[src/rtl/usb_pkt_pkg.sv]
// rtl/usb_pkt_pkg.sv - shared types, constants and CRC16 helper for the USB packet builder
package usb_pkt_pkg;

    typedef enum logic [2:0] {
        IDLE,
        PID,
        PAYLOAD,
        CRC_LO,
        CRC_HI
    } pkt_state_t;

    localparam logic [15:0] CRC16_INIT   = 16'hFFFF;
    localparam logic [15:0] CRC16_POLY_R = 16'hA001;

    localparam logic [3:0] DATA0 = 4'b0011;
    localparam logic [3:0] DATA1 = 4'b1011;
    localparam logic [3:0] DATA2 = 4'b0111;
    localparam logic [3:0] MDATA = 4'b1111;

    // Fold one byte into a reflected USB CRC16, LSB first.
    function automatic logic [15:0] crc16_byte(input logic [15:0] crc, input logic [7:0] data);
        logic [15:0] c;
        c = crc;
        for (int i = 0; i < 8; i++) begin
            if (c[0] ^ data[i])
                c = (c >> 1) ^ CRC16_POLY_R;
            else
                c = c >> 1;
        end
        return c;
    endfunction

endpackage

[src/rtl/usb_crc16.sv]
// rtl/usb_crc16.sv - byte-serial USB CRC16 register
module usb_crc16
    import usb_pkt_pkg::*;
(
    input  logic        clk,
    input  logic        rst,
    input  logic        init,
    input  logic        en,
    input  logic [7:0]  din,
    output logic [15:0] crc
);

    // Restart on init, otherwise fold in each enabled byte.
    always_ff @(posedge clk or posedge rst) begin
        if (rst)
            crc <= CRC16_INIT;
        else if (init)
            crc <= CRC16_INIT;
        else if (en)
            crc <= crc16_byte(crc, din);
    end

endmodule

[src/rtl/usb_pkt_builder.sv]
// rtl/usb_pkt_builder.sv - reads a payload from packet RAM and streams PID, payload and CRC16 bytes
module usb_pkt_builder
    import usb_pkt_pkg::*;
#(
    parameter int ADDR_W    = 16,
    parameter int DATA_W    = 128,
    parameter int MAX_WORDS = 64,
    parameter int CNT_W     = 7
) (
    input  logic              clk,
    input  logic              rst,
    input  logic              start,
    input  logic [3:0]        pid,
    input  logic [ADDR_W-1:0] base_addr,
    input  logic [CNT_W-1:0]  word_count,
    output logic              busy,
    output logic              done,
    output logic              err,
    output logic              ram_en,
    output logic [ADDR_W-1:0] ram_addr,
    input  logic [DATA_W-1:0] ram_rdata,
    output logic [7:0]        tx_data,
    output logic              tx_valid,
    input  logic              tx_ready,
    output logic              tx_last
);

    localparam int BYTES = DATA_W / 8;
    localparam int SC_W  = $clog2(BYTES + 1);
    localparam logic [SC_W-1:0]  SC_FULL = SC_W'(BYTES);
    localparam logic [SC_W-1:0]  SC_LOAD = SC_W'(BYTES - 1);
    localparam logic [CNT_W-1:0] MAX_CNT = CNT_W'(MAX_WORDS);

    pkt_state_t        state;
    logic [3:0]        pid_q;
    logic              has_payload;
    logic [CNT_W-1:0]  rd_left;
    logic [ADDR_W-1:0] next_addr;
    logic              rd_pending;
    logic [DATA_W-1:0] hold_data;
    logic              hold_valid;
    logic [DATA_W-1:0] sh_data;
    logic [SC_W-1:0]   sh_cnt;
    logic [15:0]       crc;
    logic [15:0]       crc_after;
    logic [15:0]       crc_final;

    logic       out_free;
    logic       tx_fire;
    logic       src_sh;
    logic       byte_avail;
    logic [7:0] next_byte;
    logic       payload_src;
    logic       pop;
    logic       reads_done;
    logic       issue_rd;
    logic       start_ok;
    logic       crc_en;

    assign out_free    = !tx_valid || tx_ready;
    assign tx_fire     = tx_valid && tx_ready;
    assign src_sh      = (sh_cnt != '0);
    assign byte_avail  = src_sh || hold_valid;
    assign next_byte   = src_sh ? sh_data[7:0] : hold_data[7:0];
    // The first payload byte is fetched in the same cycle the PID byte leaves.
    assign payload_src = (state == PAYLOAD) || (state == PID && tx_fire && has_payload);
    assign pop         = out_free && byte_avail && payload_src;
    assign reads_done  = (rd_left == '0) && !ram_en && !rd_pending && !hold_valid && !src_sh;
    assign issue_rd    = (state == PID || state == PAYLOAD) && (rd_left != '0)
                         && !ram_en && !rd_pending && !hold_valid;
    assign start_ok    = (state == IDLE) && start && (word_count <= MAX_CNT);
    assign crc_en      = tx_fire && (state == PAYLOAD);
    // CRC including the byte leaving this cycle, so CRC_LO can follow without a gap.
    assign crc_after   = crc16_byte(crc, tx_data);
    assign crc_final   = tx_fire ? crc_after : crc;

    usb_crc16 u_crc (
        .clk  (clk),
        .rst  (rst),
        .init (start_ok),
        .en   (crc_en),
        .din  (tx_data),
        .crc  (crc)
    );

    // RAM read issue and the hold/shift prefetch buffers.
    always_ff @(posedge clk or posedge rst) begin
        if (rst) begin
            ram_en     <= 1'b0;
            ram_addr   <= '0;
            next_addr  <= '0;
            rd_left    <= '0;
            rd_pending <= 1'b0;
            hold_data  <= '0;
            hold_valid <= 1'b0;
            sh_data    <= '0;
            sh_cnt     <= '0;
        end else begin
            rd_pending <= ram_en;
            ram_en     <= 1'b0;
            if (start_ok) begin
                ram_addr  <= base_addr;
                next_addr <= base_addr + ADDR_W'(1);
                ram_en    <= (word_count != '0);
                rd_left   <= (word_count == '0) ? '0 : word_count - CNT_W'(1);
            end else if (issue_rd) begin
                ram_en    <= 1'b1;
                ram_addr  <= next_addr;
                next_addr <= next_addr + ADDR_W'(1);
                rd_left   <= rd_left - CNT_W'(1);
            end

            if (pop) begin
                if (src_sh) begin
                    sh_data <= sh_data >> 8;
                    sh_cnt  <= sh_cnt - SC_W'(1);
                end else begin
                    sh_data    <= hold_data >> 8;
                    sh_cnt     <= SC_LOAD;
                    hold_valid <= 1'b0;
                end
            end else if (!src_sh && hold_valid && state == PAYLOAD) begin
                sh_data    <= hold_data;
                sh_cnt     <= SC_FULL;
                hold_valid <= 1'b0;
            end

            // Only one read is ever in flight, so the hold register is empty here.
            if (rd_pending) begin
                hold_data  <= ram_rdata;
                hold_valid <= 1'b1;
            end
        end
    end

    // Packet FSM driving the byte stream and status pulses.
    always_ff @(posedge clk or posedge rst) begin
        if (rst) begin
            state       <= IDLE;
            pid_q       <= '0;
            has_payload <= 1'b0;
            busy        <= 1'b0;
            done        <= 1'b0;
            err         <= 1'b0;
            tx_data     <= '0;
            tx_valid    <= 1'b0;
            tx_last     <= 1'b0;
        end else begin
            done <= 1'b0;
            err  <= 1'b0;
            case (state)
                IDLE: begin
                    if (start) begin
                        if (word_count > MAX_CNT) begin
                            err <= 1'b1;
                        end else begin
                            state       <= PID;
                            busy        <= 1'b1;
                            pid_q       <= pid;
                            has_payload <= (word_count != '0);
                        end
                    end
                end
                PID: begin
                    // Hold the PID back until the first word is arriving so payload follows without a bubble.
                    if (!tx_valid) begin
                        if (!has_payload || rd_pending) begin
                            tx_data  <= {~pid_q, pid_q};
                            tx_valid <= 1'b1;
                        end
                    end else if (tx_ready) begin
                        if (has_payload) begin
                            state    <= PAYLOAD;
                            tx_data  <= next_byte;
                            tx_valid <= byte_avail;
                        end else begin
                            state    <= CRC_LO;
                            tx_data  <= ~crc[7:0];
                            tx_valid <= 1'b1;
                        end
                    end
                end
                PAYLOAD: begin
                    if (out_free) begin
                        if (byte_avail) begin
                            tx_data  <= next_byte;
                            tx_valid <= 1'b1;
                        end else if (reads_done) begin
                            state    <= CRC_LO;
                            tx_data  <= ~crc_final[7:0];
                            tx_valid <= 1'b1;
                        end else begin
                            tx_valid <= 1'b0;
                        end
                    end
                end
                CRC_LO: begin
                    if (tx_ready) begin
                        state   <= CRC_HI;
                        tx_data <= ~crc[15:8];
                        tx_last <= 1'b1;
                    end
                end
                CRC_HI: begin
                    if (tx_ready) begin
                        state    <= IDLE;
                        tx_valid <= 1'b0;
                        tx_last  <= 1'b0;
                        busy     <= 1'b0;
                        done     <= 1'b1;
                    end
                end
                default: state <= IDLE;
            endcase
        end
    end

endmodule

[config.mk]
export PLATFORM = sky130hd
export DESIGN_NAME = usb_pkt_builder
export DESIGN_NICKNAME = d
export VERILOG_FILES = /design/src/rtl/usb_pkt_pkg.sv /design/src/rtl/usb_crc16.sv /design/src/rtl/usb_pkt_builder.sv
export SDC_FILE = /design/constraint.sdc
export NUM_CORES = 1
export LEC_CHECK = 0
export ABC_AREA = 1
export CAP_MARGIN = 20
export CORE_ASPECT_RATIO = 0.8
export CORE_MARGIN = 1.5
export CORE_UTILIZATION = 28
export CTS_BUF_LIST = sky130_fd_sc_hd__clkbuf_8 sky130_fd_sc_hd__clkbuf_16
export DETAILED_ROUTE_END_ITERATION = 6
export PLACE_DENSITY_LB_ADDON = 0.12
export REMOVE_ABC_BUFFERS = 1
export SLEW_MARGIN = 0
export SYNTH_ARGS = -nofsm -noshare
export SYNTH_HDL_FRONTEND = slang
export SYNTH_SLANG_ARGS = --single-unit
[constraint.sdc]
create_clock -name clk -period 34.5 [get_ports clk]
set_input_delay 6.9 -clock clk [delete_from_list [all_inputs] [get_ports clk]]
set_output_delay 6.9 -clock clk [all_outputs]
set_load 0.005 [all_outputs]
==> out/results.tsv, run 1 <==
stage	metric	value	unit
status	status	finished clean	
clock_tree	clk slew on worst S/H paths	0.06	ns
timing	Slew headroom	22.1	%
place	GP Congestion	0.867	
clock_tree	number of buffers created by CTS	40	
clock_tree	Clock Latency Late Sink	0.56	ns
detailed_routing	DR vias/cell	4.67	
pwr	Clk pwr share	24.6	%
timing	RSZ-0062 raised after global routing	no	
pwr	Int Pwr	1.10	mW
cells_and_area	Core Util, Final	34.9	%
global_route	largest net degree at the start of global routing	160	
timing	fin crit share	30.1	%
clock_tree	post-CTS sizing	0	
global_route	number of global-route vias before repair	12900	
synth	Seq cells post-synth	340	
place	# placed instances	2757	
timing	Hold Slack	0.471	ns
worst_setup_path	Worst Path Arrival	10.78	ns
die	Ports	189	
synth	Syn. warnings	0	
die	CORE AREA	57900	sq um
timing	Setup Skew	0.0147	ns
timing	Max Slew Vio Count	0	
global_route	overall routing resource usage	14.8	%
detailed_routing	WL/cell	15.5	um
die	Die Width	273	um
global_route	initial antenna violation count	0	
global_route	GR Overflow Total	0	
cells_and_area	Syn-to-layout area delta	23.7	%
timing	TNS Setup	0	ns
die	Initial Util	28.3	%
synth	Post-synth EDFFs	0	
cells_and_area	diodes inserted	0	
place	PortBufs	188	
synth	Netlist Area Pre-Place	16400	sq um
worst_setup_path	critical path endpoint category	register	
cells_and_area	Nets	2195	
synth	most common cell in the netlist	nand2_1	
worst_setup_path	Critical Path Start Type	input port	
die	Die Y	219	um
pwr	Power Total	1.80	mW
min_path	Hold/Removal Path Class	reg2reg	
detailed_routing	drc violations	0	
timing	count of final setup violators	0	
detailed_routing	1st-iter DRT viols	882	
worst_setup_path	crit-path max FO	74	
detailed_routing	Routed WL	43800	um
timing	clock period minus worst slack	10.38	ns
detailed_routing	post-route antenna net violation count	0	
synth	Mapped Cells	1906	
detailed_routing	vias	13200	
detailed_routing	DRT Pass-1 Iters	5	
synth	Yosys cell types	45	
synth	Mean Syn Cell Area	8.59	sq um
synth	ys flop type	dfrtp_1	
worst_setup_path	WP data required	34.90	ns
die	die area	59900	sq um
synth	sequential share of the synthesized area	52.1	%
clock_tree	# Post-CTS Setup Buffers	0	
place	post-DP HPWL	27100	um
worst_setup_path	critical path class	in2reg	
pwr	Reg power frac	37.8	%
timing	fmax	96.3	MHz
pwr	switching part of the total power	39.1	%
synth	post-synth top area share	49.5	%
global_route	global-route wire length before repair	71400	um
clock_tree	clock root buffer	clkbuf_16	
synth	Synth async-reset ratio	100	%
flow_run	max cap viols	0	
clock_tree	Max Buffers Root-to-Sink	3	
synth	Yosys top cell by area	dfrtp_1	
pwr	power density cells	88.9	nW/um^2
pwr	Psw	0.703	mW
clock_tree	hold buffers post-CTS	0	
timing	Worst-Margin Slew	1.16	ns
pwr	worst vdd rail ir drop	0.0384	mV
timing	final hold violations	0	
pwr	Logic pwr share	37.6	%
die	# rows	79	
clock_tree	TritonCTS clock tree	done	
synth	Commonest cells post-synth	nand2_1 (434), inv_1 (339), dfrtp_1 (324)	
cells_and_area	fin cells	2830	
clock_tree	Clock Sinks	340	
clock_tree	H-Tree Depth	2	
synth	Synth area leaders	dfrtp_1 (50%), nand2_1 (10%), inv_1 (7.8%)	
cells_and_area	layout cell share with drive strength beyond 1	6.40	%
pwr	LEAKAGE	8.78	nW
-- final timing paths --
path | start | endpoint | slack [ns] | cells after the start
max | tx_ready | sh_data[81] | 24.12 | 8
min | ram_addr[1] | ram_addr[1] | 0.47 | 2
max reg2reg | has_payload | sh_data[81] | 30.10 | 7
min reg2reg | ram_addr[1] | ram_addr[1] | 0.47 | 2
max in group asynchronous | rst | rd_pending | 25.96 | 3
min in group asynchronous | rst | hold_data[48] | 6.93 | 2
-- cell type report --
cell class,instances,area (sq um)
Timing Repair Buffer,202,2020
Clock inverter,17,183
Clock buffer,55,1210
Sequential cell,340,8530
Fill cell,6020,37700
Inverter,349,1320
Multi-Input combinational cell,1098,6020
Tap cell,769,962
-- sequential cells by signal, summed over array words and instances, names as in the netlist --
name	cells
ram_en	1
tx_last	1
has_payload	1
ram_addr	16
next_addr	16
busy	1
rd_pending	1
pid_q	4
u_crc.crc	16
tx_valid	1
state	3
rd_left	7
sh_data	128
sh_cnt	5
err	1
hold_valid	1
done	1
tx_data	8
hold_data	128
-- per-stage QoR --
stage | instance area, sq um | worst slack (ns)
after floorplan | 15800 | 18.20
after global placement | 18800 | 23.59
after detailed placement | 18800 | 23.53
after CTS | 20200 | 24.12
after global routing | 20200 | 23.85
final | 20200 | 24.12
-- critical path, stage by stage --
cell and delay, ns:
clkdlybuf4s50_1 0.58, nand2_1 0.20, o21ai_1 0.20, nand3_1 0.26, nor2_4 0.74, or2_4 0.88
buf_4 0.73, o221ai_1 0.20
-- cells by family after synthesis --
logic type,count (synthesis),share of synthesized area [%]
and+or+nand+nor,540,13.3
AOI/OAI and AO/OA,535,22.0
buffers and inverters,468,11.2
DFF,340,52.1
xor gates and xnor gates,17,0.910
adders and majority gates,5,0.382
muxes,1,0.0688
-- power by group through the flow --
stage / registers, mW / logic, mW / clock network [mW]
after floorplan: 0.677 / 0.479 / 0
after global placement: 0.685 / 0.666 / 0
after detailed placement: 0.687 / 0.679 / 0
after CTS: 0.681 / 0.682 / 0.461
after global routing: 0.703 / 0.780 / 0.474
final: 0.680 / 0.676 / 0.443
-- layer usage --
metal | vias to the layer above | wire length (um) | part of all wire, % | global-route usage [%]
met5 | - | 0 | 0 | 0
met4 | 0 | 657 | 1.5 | 3.41
met3 | 49 | 1870 | 4.3 | 2.53
met2 | 232 | 18900 | 43 | 22.1
met1 | 6305 | 22400 | 51 | 22.2
li1 | 6642 | - | - | -
-- cells in the final DEF, fill, tap and decap left out, types with 3 or more instances in the layout --
master / synthesis / routed
xnor2_1: 7 / 7
o21ai_1: 9 / 9
a21oi_1: 26 / 26
dfstp_2: 16 / 16
clkdlybuf4s50_1: 0 / 188
nor2_4: 2 / 4
nand2_1: 434 / 433
a22oi_1: 7 / 7
nor2_1: 44 / 44
xor2_1: 10 / 10
clkbuf_8: 0 / 15
or2_2: 3 / 3
clkbuf_16: 0 / 40
a32oi_1: 6 / 6
ha_1: 5 / 5
nor3_1: 11 / 11
o221ai_1: 124 / 124
buf_4: 12 / 12
o211ai_1: 136 / 136
clkinv_2: 0 / 5
o21ai_0: 195 / 195
nor2_2: 5 / 3
o21ai_2: 4 / 4
nand3_1: 30 / 30
inv_2: 9 / 9
inv_1: 339 / 344
o22ai_1: 13 / 13
a31oi_1: 6 / 6
bufinv_16: 0 / 3
dfrtp_1: 324 / 323
(Power assumes the default switching activity.)
==> run 2, diff against run 1 <==
clock period = 10.45 ns   (was 34.5 ns; I/O delays follow)
==> run 2 against run 1 <==
  * Worst hold slack lost 0.0016 ns
  * Combinational power grew to 3.3 times the previous value
  * Worst setup slack worse by 19 ns
  * Clock-buffer cell count is 2 lower
  * Cell count did not move
  * Global-route usage is essentially flat
  * Sequential power increased to 3.3 times the previous value
  * Via count shrank 0.11%
  * Total power grew to 3.3 times the previous value
  * Clock skew increased by 0.0074 ns
  * Largest power group is now combinational cells
==> out/results.tsv, run 2 (synthesized netlist as in run 1, its figures left out) <==
stage	metric	value	unit
global_route	initial antenna violation count	0	
timing	fin crit share	53.4	%
timing	Setup Skew	0.0221	ns
detailed_routing	drc violations	0	
die	die area	59900	sq um
timing	fmax	179	MHz
die	CORE AREA	57900	sq um
clock_tree	clock root buffer	clkbuf_16	
detailed_routing	DRT Pass-1 Iters	5	
pwr	Psw	2.32	mW
min_path	Hold/Removal Path Class	reg2reg	
die	Die Y	219	um
worst_setup_path	Worst Path Arrival	5.95	ns
timing	RSZ-0062 raised after global routing	no	
timing	Worst-Margin Slew	1.35	ns
global_route	largest net degree at the start of global routing	245	
clock_tree	Max Buffers Root-to-Sink	3	
clock_tree	H-Tree Depth	2	
die	Ports	189	
pwr	worst vdd rail ir drop	0.136	mV
pwr	Clk pwr share	23.8	%
die	# rows	79	
pwr	power density cells	292	nW/um^2
flow_run	max cap viols	0	
clock_tree	Clock Sinks	340	
cells_and_area	largest registers	hold_data: 128 flops, sh_data: 128 flops	
cells_and_area	post-route cell area	20200	sq um
cells_and_area	layout cell share with drive strength beyond 1	6.16	%
cells_and_area	commonest non-fill, non-tap cell in the layout	nand2_1	
pwr	LEAKAGE	8.77	nW
pwr	Int Pwr	3.57	mW
clock_tree	# Post-CTS Setup Buffers	0	
global_route	GR Overflow Total	0	
cells_and_area	diodes inserted	0	
worst_setup_path	Critical Path Start Type	input port	
worst_setup_path	critical path endpoint category	register	
detailed_routing	1st-iter DRT viols	982	
clock_tree	Clock Latency Late Sink	0.56	ns
global_route	number of global-route vias before repair	13000	
cells_and_area	Syn-to-layout area delta	23.4	%
clock_tree	number of buffers created by CTS	40	
global_route	global-route wire length before repair	71600	um
timing	count of final setup violators	0	
die	Die Width	273	um
timing	final hold violations	0	
place	PortBufs	188	
clock_tree	post-CTS sizing	0	
pwr	Logic pwr share	38.3	%
clock_tree	clk slew on worst S/H paths	0.06	ns
place	GP Congestion	0.870	
detailed_routing	Routed WL	43900	um
worst_setup_path	crit-path max FO	72	
detailed_routing	WL/cell	15.5	um
cells_and_area	commonest cells after routing, fill and taps aside	nand2_1 (433), inv_1 (349), dfrtp_1 (323)	
worst_setup_path	reg-to-reg setup timing slack	5.97	ns
detailed_routing	DR vias/cell	4.67	
status	status	finished clean	
timing	Max Slew Vio Count	0	
cells_and_area	Nets	2195	
cells_and_area	Core Util, Final	34.8	%
pwr	Reg power frac	38.0	%
worst_setup_path	WP data required	10.82	ns
timing	Slew headroom	9.76	%
timing	clock period minus worst slack	5.58	ns
clock_tree	TritonCTS clock tree	done	
detailed_routing	vias	13200	
clock_tree	hold buffers post-CTS	0	
global_route	overall routing resource usage	14.9	%
place	DP Area	18800	sq um
pwr	switching part of the total power	39.4	%
detailed_routing	post-route antenna net violation count	0	
die	Initial Util	28.3	%
worst_setup_path	critical path class	in2reg	
place	post-DP HPWL	26700	um
[run 2: final cells by class]
type | instances | area [sq um]
inverter | 349 | 1320
clock buffer | 53 | 1200
clock inverter | 19 | 118
tap | 769 | 962
sequential | 340 | 8530
timing repair buffer | 202 | 2040
multi-input combinational | 1098 | 6020
fill | 6007 | 37700
[run 2: worst paths after layout]
path	from	end	cells after the start
worst min register to register	ram_addr[11]	ram_addr[11]	2
worst max register to register	has_payload	sh_data[41]	7
worst min-delay path	ram_addr[11]	ram_addr[11]	2
min in group asynchronous	rst	hold_data[87]	2
max in group asynchronous	rst	sh_data[20]	3
worst max-delay path	tx_ready	sh_data[41]	8
[run 2: per-stage QoR]
| step | instances | TNS (ns) | worst slack, ns | hold WS, ns | power [mW] |
|---|---|---|---|---|---|
| finish | 2830 | 0 | 4.87 | 0.469 | 5.89 |
| global route | 2830 | 0 | 4.60 | 0.504 | 6.41 |
| CTS | 2828 | 0 | 4.92 | 0.472 | 5.96 |
| global placement | 2756 | 0 | 4.38 | 0.459 | 4.47 |
| floorplan | 1787 | -335.93 | -1.04 | 0.417 | 3.82 |
| detailed placement | 2756 | 0 | 4.33 | 0.459 | 4.51 |
[run 2: power groups by stage]
stage,Sequential (mW),Combinational (mW),Clock [mW]
after global routing,2.31,2.58,1.51
after global placement,2.25,2.22,0
after detailed placement,2.26,2.25,0
after floorplan,2.24,1.58,0
after CTS,2.24,2.26,1.46
final,2.24,2.25,1.40
[run 2: routing by layer]
metal / share of wire, % / up-vias / global-route usage (%) / wire length, um
met1: 51 / 6223 / 22.4 / 22300
met3: 5.1 / 61 / 2.47 / 2230
met4: 1.9 / 0 / 4.20 / 826
met5: 0 / - / 0 / 0
met2: 42 / 296 / 21.8 / 18500
li1: - / 6633 / - / -
[run 2: worst max-delay path: stages]
cell             delay (ns)
clkdlybuf4s50_1        0.62
nand2_1                0.21
o21ai_1                0.16
nand3_1                0.25
nor2_4                 0.73
or2_4                  0.86
buf_4                  0.74
o221ai_1               0.20
